--- config.mk ---
export PLATFORM = sky130hd
export DESIGN_NAME = uart_rx_frame_flat
export DESIGN_NICKNAME = d
export VERILOG_FILES = /design/src/rtl/uart_rx_pkg.sv /design/src/rtl/uart_rx_frame_if.sv /design/src/rtl/uart_rx_sampler.sv /design/src/rtl/uart_rx_frame.sv /design/src/flat_wrapper.sv
export SDC_FILE = /design/constraint.sdc
export NUM_CORES = 1
export LEC_CHECK = 0
export BUFFER_PORTS_ARGS = -buffer_cell sky130_fd_sc_hd__buf_2
export CAP_MARGIN = 20
export CORE_UTILIZATION = 35
export CTS_CLUSTER_DIAMETER = 100
export DETAILED_ROUTE_END_ITERATION = 10
export PLACE_DENSITY = 0.55
export SETUP_SLACK_MARGIN = 0.02
export SLEW_MARGIN = 20
export SYNTH_ARGS = -nofsm -noshare
export SYNTH_HDL_FRONTEND = slang
export SYNTH_SLANG_ARGS = --single-unit
--- constraint.sdc ---
create_clock -name CLK -period 3.8 [get_ports CLK]
set_input_delay 0.38 -clock CLK [delete_from_list [all_inputs] [get_ports CLK]]
set_output_delay 0.38 -clock CLK [all_outputs]
set_load 0.02 [all_outputs]
--- src/rtl/uart_rx_pkg.sv ---
// Shared definitions for the UART receive frame path: FSM state encoding,
// parity type constants and the legal oversampling ratios.
package uart_rx_pkg;

   typedef enum logic [2:0] {
      IDLE   = 3'd0,
      START  = 3'd1,
      DATA   = 3'd2,
      PARITY = 3'd3,
      STOP   = 3'd4
   } rx_state_t;

   localparam logic PAR_EVEN = 1'b0;
   localparam logic PAR_ODD  = 1'b1;

   localparam int PRESC_8  = 8;
   localparam int PRESC_16 = 16;
   localparam int PRESC_32 = 32;

endpackage

--- src/rtl/uart_rx_frame_if.sv ---
// Bundle of the receiver's line, configuration and result signals.
// The slave side is the receiver; the master side drives the line and config.
interface uart_rx_frame_if #(
   parameter int WIDTH   = 8,
   parameter int PRESC_W = 6
) ();
   logic               RX_IN;
   logic               PAR_EN;
   logic               PAR_TYP;
   logic [PRESC_W-1:0] Prescale;
   logic [WIDTH-1:0]   P_DATA;
   logic               data_valid;
   logic               par_err;
   logic               stp_err;

   modport slave (
      input  RX_IN, PAR_EN, PAR_TYP, Prescale,
      output P_DATA, data_valid, par_err, stp_err
   );

   modport master (
      output RX_IN, PAR_EN, PAR_TYP, Prescale,
      input  P_DATA, data_valid, par_err, stp_err
   );
endinterface

--- src/rtl/uart_rx_sampler.sv ---
// Per-bit edge counter with a three-sample majority vote around mid-bit.
// The counter is loaded with 1 on start detection, since the detection cycle
// itself is edge 0 of the start bit; it idles at 0 while not running.
module uart_rx_sampler #(
   parameter int PRESC_W = 6
) (
   input  logic               i_clk,
   input  logic               i_rst_n,
   input  logic               i_run,
   input  logic               i_start,
   input  logic [PRESC_W-1:0] i_presc,
   input  logic               i_rx,
   output logic               o_bit_done,
   output logic               o_sampled_bit,
   output logic               o_sample_valid
);
   localparam logic [PRESC_W-1:0] ONE = PRESC_W'(1);
   localparam logic [PRESC_W-1:0] TWO = PRESC_W'(2);

   logic [PRESC_W-1:0] r_edge_cnt;
   logic               r_s0;
   logic               r_s1;
   logic               r_bit;
   logic [PRESC_W-1:0] w_half;
   logic [PRESC_W-1:0] w_last;

   assign w_half = i_presc >> 1;
   assign w_last = i_presc - ONE;

   // Edge counter: 0..P-1 within each bit period.
   always_ff @(posedge i_clk or negedge i_rst_n) begin
      if (!i_rst_n) begin
         r_edge_cnt <= '0;
      end else if (i_start) begin
         r_edge_cnt <= ONE;
      end else if (!i_run) begin
         r_edge_cnt <= '0;
      end else if (r_edge_cnt == w_last) begin
         r_edge_cnt <= '0;
      end else begin
         r_edge_cnt <= r_edge_cnt + ONE;
      end
   end

   // Capture samples at P/2-1 and P/2, vote with the live sample at P/2+1.
   always_ff @(posedge i_clk or negedge i_rst_n) begin
      if (!i_rst_n) begin
         r_s0  <= 1'b0;
         r_s1  <= 1'b0;
         r_bit <= 1'b0;
      end else begin
         if (r_edge_cnt == w_half - ONE) r_s0 <= i_rx;
         if (r_edge_cnt == w_half)       r_s1 <= i_rx;
         if (r_edge_cnt == w_half + ONE)
            r_bit <= (r_s0 & r_s1) | (r_s0 & i_rx) | (r_s1 & i_rx);
      end
   end

   assign o_bit_done     = i_run && (r_edge_cnt == w_last);
   assign o_sample_valid = i_run && (r_edge_cnt == w_half + TWO);
   assign o_sampled_bit  = r_bit;
endmodule

--- src/rtl/uart_rx_frame.sv ---
// UART receive framer: start qualification, LSB-first deserialisation,
// optional parity check, stop check and a one-cycle valid strobe.
module uart_rx_frame
   import uart_rx_pkg::*;
#(
   parameter int WIDTH   = 8,
   parameter int PRESC_W = 6
) (
   input  logic            CLK,
   input  logic            RST,
   uart_rx_frame_if.slave  bus
);
   localparam int BCW = (WIDTH > 1) ? $clog2(WIDTH) : 1;
   localparam logic [BCW-1:0] LAST_BIT = BCW'(WIDTH - 1);
   localparam logic [BCW-1:0] BC_ONE   = BCW'(1);

   rx_state_t          r_state;
   logic               r_par_en;
   logic               r_par_typ;
   logic [PRESC_W-1:0] r_presc;
   logic [WIDTH-1:0]   r_shift;
   logic [BCW-1:0]     r_bit_cnt;
   logic               r_par_pend;
   logic               r_stp_pend;
   logic [WIDTH-1:0]   r_p_data;
   logic               r_valid;
   logic               r_par_err;
   logic               r_stp_err;

   logic               w_run;
   logic               w_start;
   logic [PRESC_W-1:0] w_presc;
   logic               w_bit_done;
   logic               w_sampled_bit;
   logic               w_sample_valid;
   logic               w_exp_par;

   // While idle the live ratio is used so the detection cycle counts correctly;
   // afterwards the frame runs on the ratio latched at detection.
   assign w_run     = (r_state != IDLE);
   assign w_presc   = (r_state == IDLE) ? bus.Prescale : r_presc;
   assign w_start   = !bus.RX_IN && ((r_state == IDLE) || ((r_state == STOP) && w_bit_done));
   assign w_exp_par = (r_par_typ == PAR_ODD) ? ~^r_shift : ^r_shift;

   uart_rx_sampler #(.PRESC_W(PRESC_W)) u_sampler (
      .i_clk          (CLK),
      .i_rst_n        (RST),
      .i_run          (w_run),
      .i_start        (w_start),
      .i_presc        (w_presc),
      .i_rx           (bus.RX_IN),
      .o_bit_done     (w_bit_done),
      .o_sampled_bit  (w_sampled_bit),
      .o_sample_valid (w_sample_valid)
   );

   // Frame FSM with shift register, pending error flags and registered outputs.
   always_ff @(posedge CLK or negedge RST) begin
      if (!RST) begin
         r_state    <= IDLE;
         r_par_en   <= 1'b0;
         r_par_typ  <= 1'b0;
         r_presc    <= '0;
         r_shift    <= '0;
         r_bit_cnt  <= '0;
         r_par_pend <= 1'b0;
         r_stp_pend <= 1'b0;
         r_p_data   <= '0;
         r_valid    <= 1'b0;
         r_par_err  <= 1'b0;
         r_stp_err  <= 1'b0;
      end else begin
         r_valid <= 1'b0;
         case (r_state)
            IDLE: begin
               if (!bus.RX_IN) begin
                  r_state    <= START;
                  r_par_en   <= bus.PAR_EN;
                  r_par_typ  <= bus.PAR_TYP;
                  r_presc    <= bus.Prescale;
                  r_bit_cnt  <= '0;
                  r_par_pend <= 1'b0;
                  r_stp_pend <= 1'b0;
                  r_par_err  <= 1'b0;
                  r_stp_err  <= 1'b0;
               end
            end
            START: begin
               if (w_sample_valid && w_sampled_bit) begin
                  r_state <= IDLE;
               end else if (w_bit_done) begin
                  r_state   <= DATA;
                  r_bit_cnt <= '0;
               end
            end
            DATA: begin
               if (w_sample_valid)
                  r_shift <= {w_sampled_bit, r_shift[WIDTH-1:1]};
               if (w_bit_done) begin
                  if (r_bit_cnt == LAST_BIT) begin
                     r_bit_cnt <= '0;
                     r_state   <= r_par_en ? PARITY : STOP;
                  end else begin
                     r_bit_cnt <= r_bit_cnt + BC_ONE;
                  end
               end
            end
            PARITY: begin
               if (w_sample_valid && (w_sampled_bit != w_exp_par))
                  r_par_pend <= 1'b1;
               if (w_bit_done)
                  r_state <= STOP;
            end
            STOP: begin
               if (w_sample_valid && !w_sampled_bit)
                  r_stp_pend <= 1'b1;
               if (w_bit_done) begin
                  r_par_err <= r_par_pend;
                  r_stp_err <= r_stp_pend;
                  if (!r_par_pend && !r_stp_pend) begin
                     r_p_data <= r_shift;
                     r_valid  <= 1'b1;
                  end
                  if (!bus.RX_IN) begin
                     // Line already low: treat as the start of the next frame.
                     r_state    <= START;
                     r_par_en   <= bus.PAR_EN;
                     r_par_typ  <= bus.PAR_TYP;
                     r_presc    <= bus.Prescale;
                     r_par_pend <= 1'b0;
                     r_stp_pend <= 1'b0;
                  end else begin
                     r_state <= IDLE;
                  end
               end
            end
            default: r_state <= IDLE;
         endcase
      end
   end

   assign bus.P_DATA     = r_p_data;
   assign bus.data_valid = r_valid;
   assign bus.par_err    = r_par_err;
   assign bus.stp_err    = r_stp_err;
endmodule

--- src/flat_wrapper.sv ---
// flat-port wrapper written by rule: the top's interface ports become plain ports
module uart_rx_frame_flat import uart_rx_pkg::*;
#(
   parameter int WIDTH   = 8,
   parameter int PRESC_W = 6
)
  (CLK, RST, bus_RX_IN, bus_PAR_EN, bus_PAR_TYP, bus_Prescale, bus_P_DATA, bus_data_valid, bus_par_err, bus_stp_err);
  uart_rx_frame_if #(.WIDTH(WIDTH), .PRESC_W(PRESC_W)) bus_i ();
  input  logic CLK;
  input  logic RST;
  input wire logic [$bits(bus_i.RX_IN)-1:0] bus_RX_IN;
  input wire logic [$bits(bus_i.PAR_EN)-1:0] bus_PAR_EN;
  input wire logic [$bits(bus_i.PAR_TYP)-1:0] bus_PAR_TYP;
  input wire logic [$bits(bus_i.Prescale)-1:0] bus_Prescale;
  output wire logic [$bits(bus_i.P_DATA)-1:0] bus_P_DATA;
  output wire logic [$bits(bus_i.data_valid)-1:0] bus_data_valid;
  output wire logic [$bits(bus_i.par_err)-1:0] bus_par_err;
  output wire logic [$bits(bus_i.stp_err)-1:0] bus_stp_err;
  assign bus_i.RX_IN = bus_RX_IN;
  assign bus_i.PAR_EN = bus_PAR_EN;
  assign bus_i.PAR_TYP = bus_PAR_TYP;
  assign bus_i.Prescale = bus_Prescale;
  assign bus_P_DATA = bus_i.P_DATA;
  assign bus_data_valid = bus_i.data_valid;
  assign bus_par_err = bus_i.par_err;
  assign bus_stp_err = bus_i.stp_err;
  uart_rx_frame #(.WIDTH(WIDTH), .PRESC_W(PRESC_W)) u_core (.CLK(CLK), .RST(RST), .bus(bus_i));
endmodule
==> results by group <==
Synth
  – Netlist cell types: 48
  – Complex-gate fraction of the synthesized area: 9.86%
  – Adder-Cell Fraction of Synth Area: 3.94%
  – EDFF count, synth: 0
  – Syn Nets: 288
  – Largest family of logic cells by synthesized area: simple AND/OR/NAND/NOR gates
  – Post-synth top area cell: dfrtp_1
  – Synth top area share: 39.4%
  – Post-synthesis mux area share: 15.5%
  – Cell count after synthesis: 269
  – Post-synthesis xor/xnor area fraction: 11.6%
  – Asr flop ratio synth: 100%
  – Syn_area_per_cell: 10.4 um^2
  – Synth Register Bits: 44
  – Top cells by area, synth: dfrtp_1 (39%), mux2_2 (8.9%), xnor2_1 (8.2%)
  – Synthesized cell area: 2790 um^2
  – Synth Flop Type: dfrtp_1
  – Syn. warnings: 0
  – Post-Synth Simple-Gate Area: 15.7%
  – Post-synthesis sequential area ratio: 39.4%

Worst setup path
  – Crit path arrival time: 3.71 ns
  – CP bufs+invs: 1
  – Critical Path Max Stage Delay: 0.56 ns
  – Crit-path cells: nor3_4 > mux2i_1 > ha_1 > xor2_1 > mux2_4 > nor4_4 > nand4_4 > buf_4 > a2111o_2 > mux2_2
  – Crit-path leading delay family: multiplexers
  – Type of origin of the critical path: flop
  – CP Capture Type: flop
  – Worst path required time: 3.98 ns
  – Slowest CP cell: a2111o_2
  – Top fanout value on the critical path: 12
  – Critical path class: reg2reg

Layout
  – Final core utilization: 41.4%
  – Multi-input logic area: 1600 um^2
  – FF+latch area: 1100 um^2
  – Ant. Diodes: 0
  – Layout cells sized above 1: 28.4%
  – Filler instances: 777
  – Syn-to-layout area delta: 14.6%
  – Final #Nets: 317

Run
  – Max-cap viol count: 0

Die
  – Area of the die: 8340 um^2
  – Width of the die: 91.3 um
  – I/O pin count: 22
  – Die height: 91.3 um
  – Site Rows: 32
  – Core box area: 7730 um^2
  – Starting density of the core: 36.1%

Clock tree
  – CTS tree: yes
  – Clock sink count: 44
  – Worst-case clock buffer depth: 2
  – CTS H-Tree Depth: 2
  – Clk_lat worst skew: 0.30 ns
  – Cts bufs inserted: 5
  – Root Buffer: clkbuf_8
  – Worst-path clk slew: 0.09 ns
  – # hold bufs at CTS: 0

STA
  – Final hold violation count: 0
  – Finish-stage setup viols: 0
  – Crit share post-route: 92.7%
  – WHS: 0.222 ns
  – Rel. slew slack: 35.6%
  – TNS Setup: 0 ns
  – Post-route minimum period: 3.52 ns
  – Max-slew violation total from the final report: 0
  – RSZ-0062 raised after global routing: no
  – Worst slew pin tran: 0.966 ns
  – Clock skew: 0.0118 ns
  – Max Clock Freq: 284 MHz

Outcome
  – Status: finished clean

Route
  – WL final: 6020 um
  – Post-DR wirelength/cell: 15.0 um
  – DR vias: 2067
  – Initial DRC Count: 84
  – Post-DR vias/cell: 5.15
  – Router iterations before antenna repair: 4
  – DRC violations left: 0
  – Antenna Nets Post-Route: 0

Global route
  – Antenna violations before repair: 0
  – GR Overflow Total: 0
  – All-Layer GR Usage: 15.8%
  – Pin count of the biggest net entering global routing: 45
  – Vias in the first global route: 2035
  – First-pass GRT wire length: 10300 um

Power and ir drop
  – Peak VDD IR: 0.234 mV
  – PwrDens: 861 nW/um^2
  – LEAKAGE: 1.45 nW

Placed design
  – Port bufs: 21
  – Hpwl dp: 4540 um
  – GP Congestion: 0.851

Min path
  – Hold WC Path Type: in2async
==> layer usage <==
| metal | GRT usage (%) | vias up | routed length, um |
|---|---|---|---|
| met1 | 22.7 | 992 | 2970 |
| met3 | 2.68 | 8 | 242 |
| li1 | - | 1015 | - |
| met5 | 0 | - | 0 |
| met2 | 24.8 | 52 | 2730 |
| met4 | 3.57 | 0 | 73 |
==> area by class of cell <==
| cell class | count | area share, % |
|---|---|---|
| multi-input cells | 201 | 50.0 |
| flip-flops and latches | 44 | 34.4 |
| repair buffers | 35 | 6.57 |
| well taps | 102 | 3.99 |
| clock buffers | 5 | 2.15 |
| clock inverters | 3 | 1.49 |
| inverters | 11 | 1.33 |
==> power by group <==
part	switching [mW]	total [mW]	internal, mW
clock network	0.168	0.366	0.198
registers	0.120	0.681	0.561
logic	0.933	1.71	0.774
total	1.22	2.75	1.53
==> registers in the layout (all words and copies together), names as in the netlist, 3 cells and up <==
register and cells:
u_core.r_state 3, u_core.r_shift 8, u_core.r_bit_cnt 3, u_core.bus.P_DATA 8, u_core.u_sampler.r_edge_cnt 6, u_core.r_presc 6
==> worst reg2reg max path: stages (launching register included) <==
cell      delay (ns)
dfrtp_1         0.42
nor3_4          0.33
mux2i_1         0.31
ha_1            0.25
xor2_1          0.26
mux2_4          0.34
nor4_4          0.31
nand4_4         0.12
buf_4           0.18
a2111o_2        0.56
mux2_2          0.32
==> path summary, 6_finish.rpt <==
kind	cells after the start	start	to	slack (ns)
hold reg to reg	1	u_core.bus.P_DATA[3]	u_core.bus.P_DATA[3]	0.52
max in group asynchronous	1	RST	u_core.r_presc[0]	2.97
hold / removal	1	RST	u_core.r_shift[1]	0.22
setup / recovery	10	u_core.r_state[1]	u_core.r_presc[1]	0.28
setup reg to reg	10	u_core.r_state[1]	u_core.r_presc[1]	0.28
min in group CLK	2	bus_PAR_TYP	u_core.r_par_typ	0.31
==> cells in the final DEF, fill, tap and decap left out, drive strengths merged, types with 2 or more instances in the layout <==
| cell type | Yosys | routed |
|---|---|---|
| a21oi | 5 | 5 |
| a31oi | 2 | 2 |
| and3 | 5 | 5 |
| buf | 5 | 35 |
| clkbuf | 8 | 5 |
| clkinv | 1 | 3 |
| dfrtp | 44 | 44 |
| ha | 8 | 8 |
| inv | 10 | 10 |
| mux2 | 31 | 31 |
| mux2i | 5 | 5 |
| nand2 | 14 | 14 |
| nand3 | 10 | 10 |
| nand3b | 2 | 2 |
| nand4 | 2 | 2 |
| nor2 | 17 | 17 |
| nor2b | 2 | 2 |
| nor3 | 12 | 12 |
| nor3b | 6 | 6 |
| nor4 | 3 | 3 |
| o211ai | 8 | 8 |
| o21ai | 13 | 13 |
| o2bb2ai | 2 | 2 |
| o31ai | 2 | 2 |
| or3 | 3 | 3 |
| xnor2 | 26 | 26 |
| xor2 | 11 | 11 |
==> cell families after synthesis <==
| group | after synthesis |
|---|---|
| DFF | 44 |
| muxes | 36 |
| xor gates and xnor gates | 37 |
| and+or+nand+nor | 78 |
| AOI/OAI and AO/OA | 41 |
| buffers and inverters | 24 |
| adders and majority gates | 9 |
==> synth_stat cells, types with 3 or more instances <==
| master | count |
|---|---|
| mux2i_1 | 5 |
| o21ai_0 | 13 |
| nand3_1 | 10 |
| o211ai_1 | 8 |
| nand2_1 | 13 |
| nor3b_1 | 6 |
| xnor2_1 | 26 |
| and3_1 | 5 |
| xor2_1 | 11 |
| nor3_1 | 11 |
| mux2_2 | 22 |
| clkbuf_1 | 8 |
| mux2_4 | 9 |
| a21oi_1 | 4 |
| ha_1 | 8 |
| inv_1 | 10 |
| or3_1 | 3 |
| nor2_1 | 16 |
| dfrtp_1 | 44 |
==> through the flow <==
| step | cells | instance area (um^2) | total power, mW | setup slack, ns |
|---|---|---|---|---|
| final | 401 | 3200 | 2.75 | 0.278 |
| after global routing | 401 | 3200 | 3.00 | 0.0663 |
| after CTS | 400 | 3190 | 2.76 | 0.0723 |
| after detailed placement | 392 | 3070 | 2.39 | 0.0204 |
| after global placement | 392 | 3070 | 2.37 | 0.192 |
| after floorplan | 269 | 2810 | 1.98 | 0.0500 |
==> timing repair <==
item                                    CTS  global route
endpoints found under the setup margin    2             9
cloned                                    0             0
gates resized for setup                   1             1
pin swaps                                 0             2
buffers inserted                          0             1
Note: power is estimated with default switching activity, not from simulation.
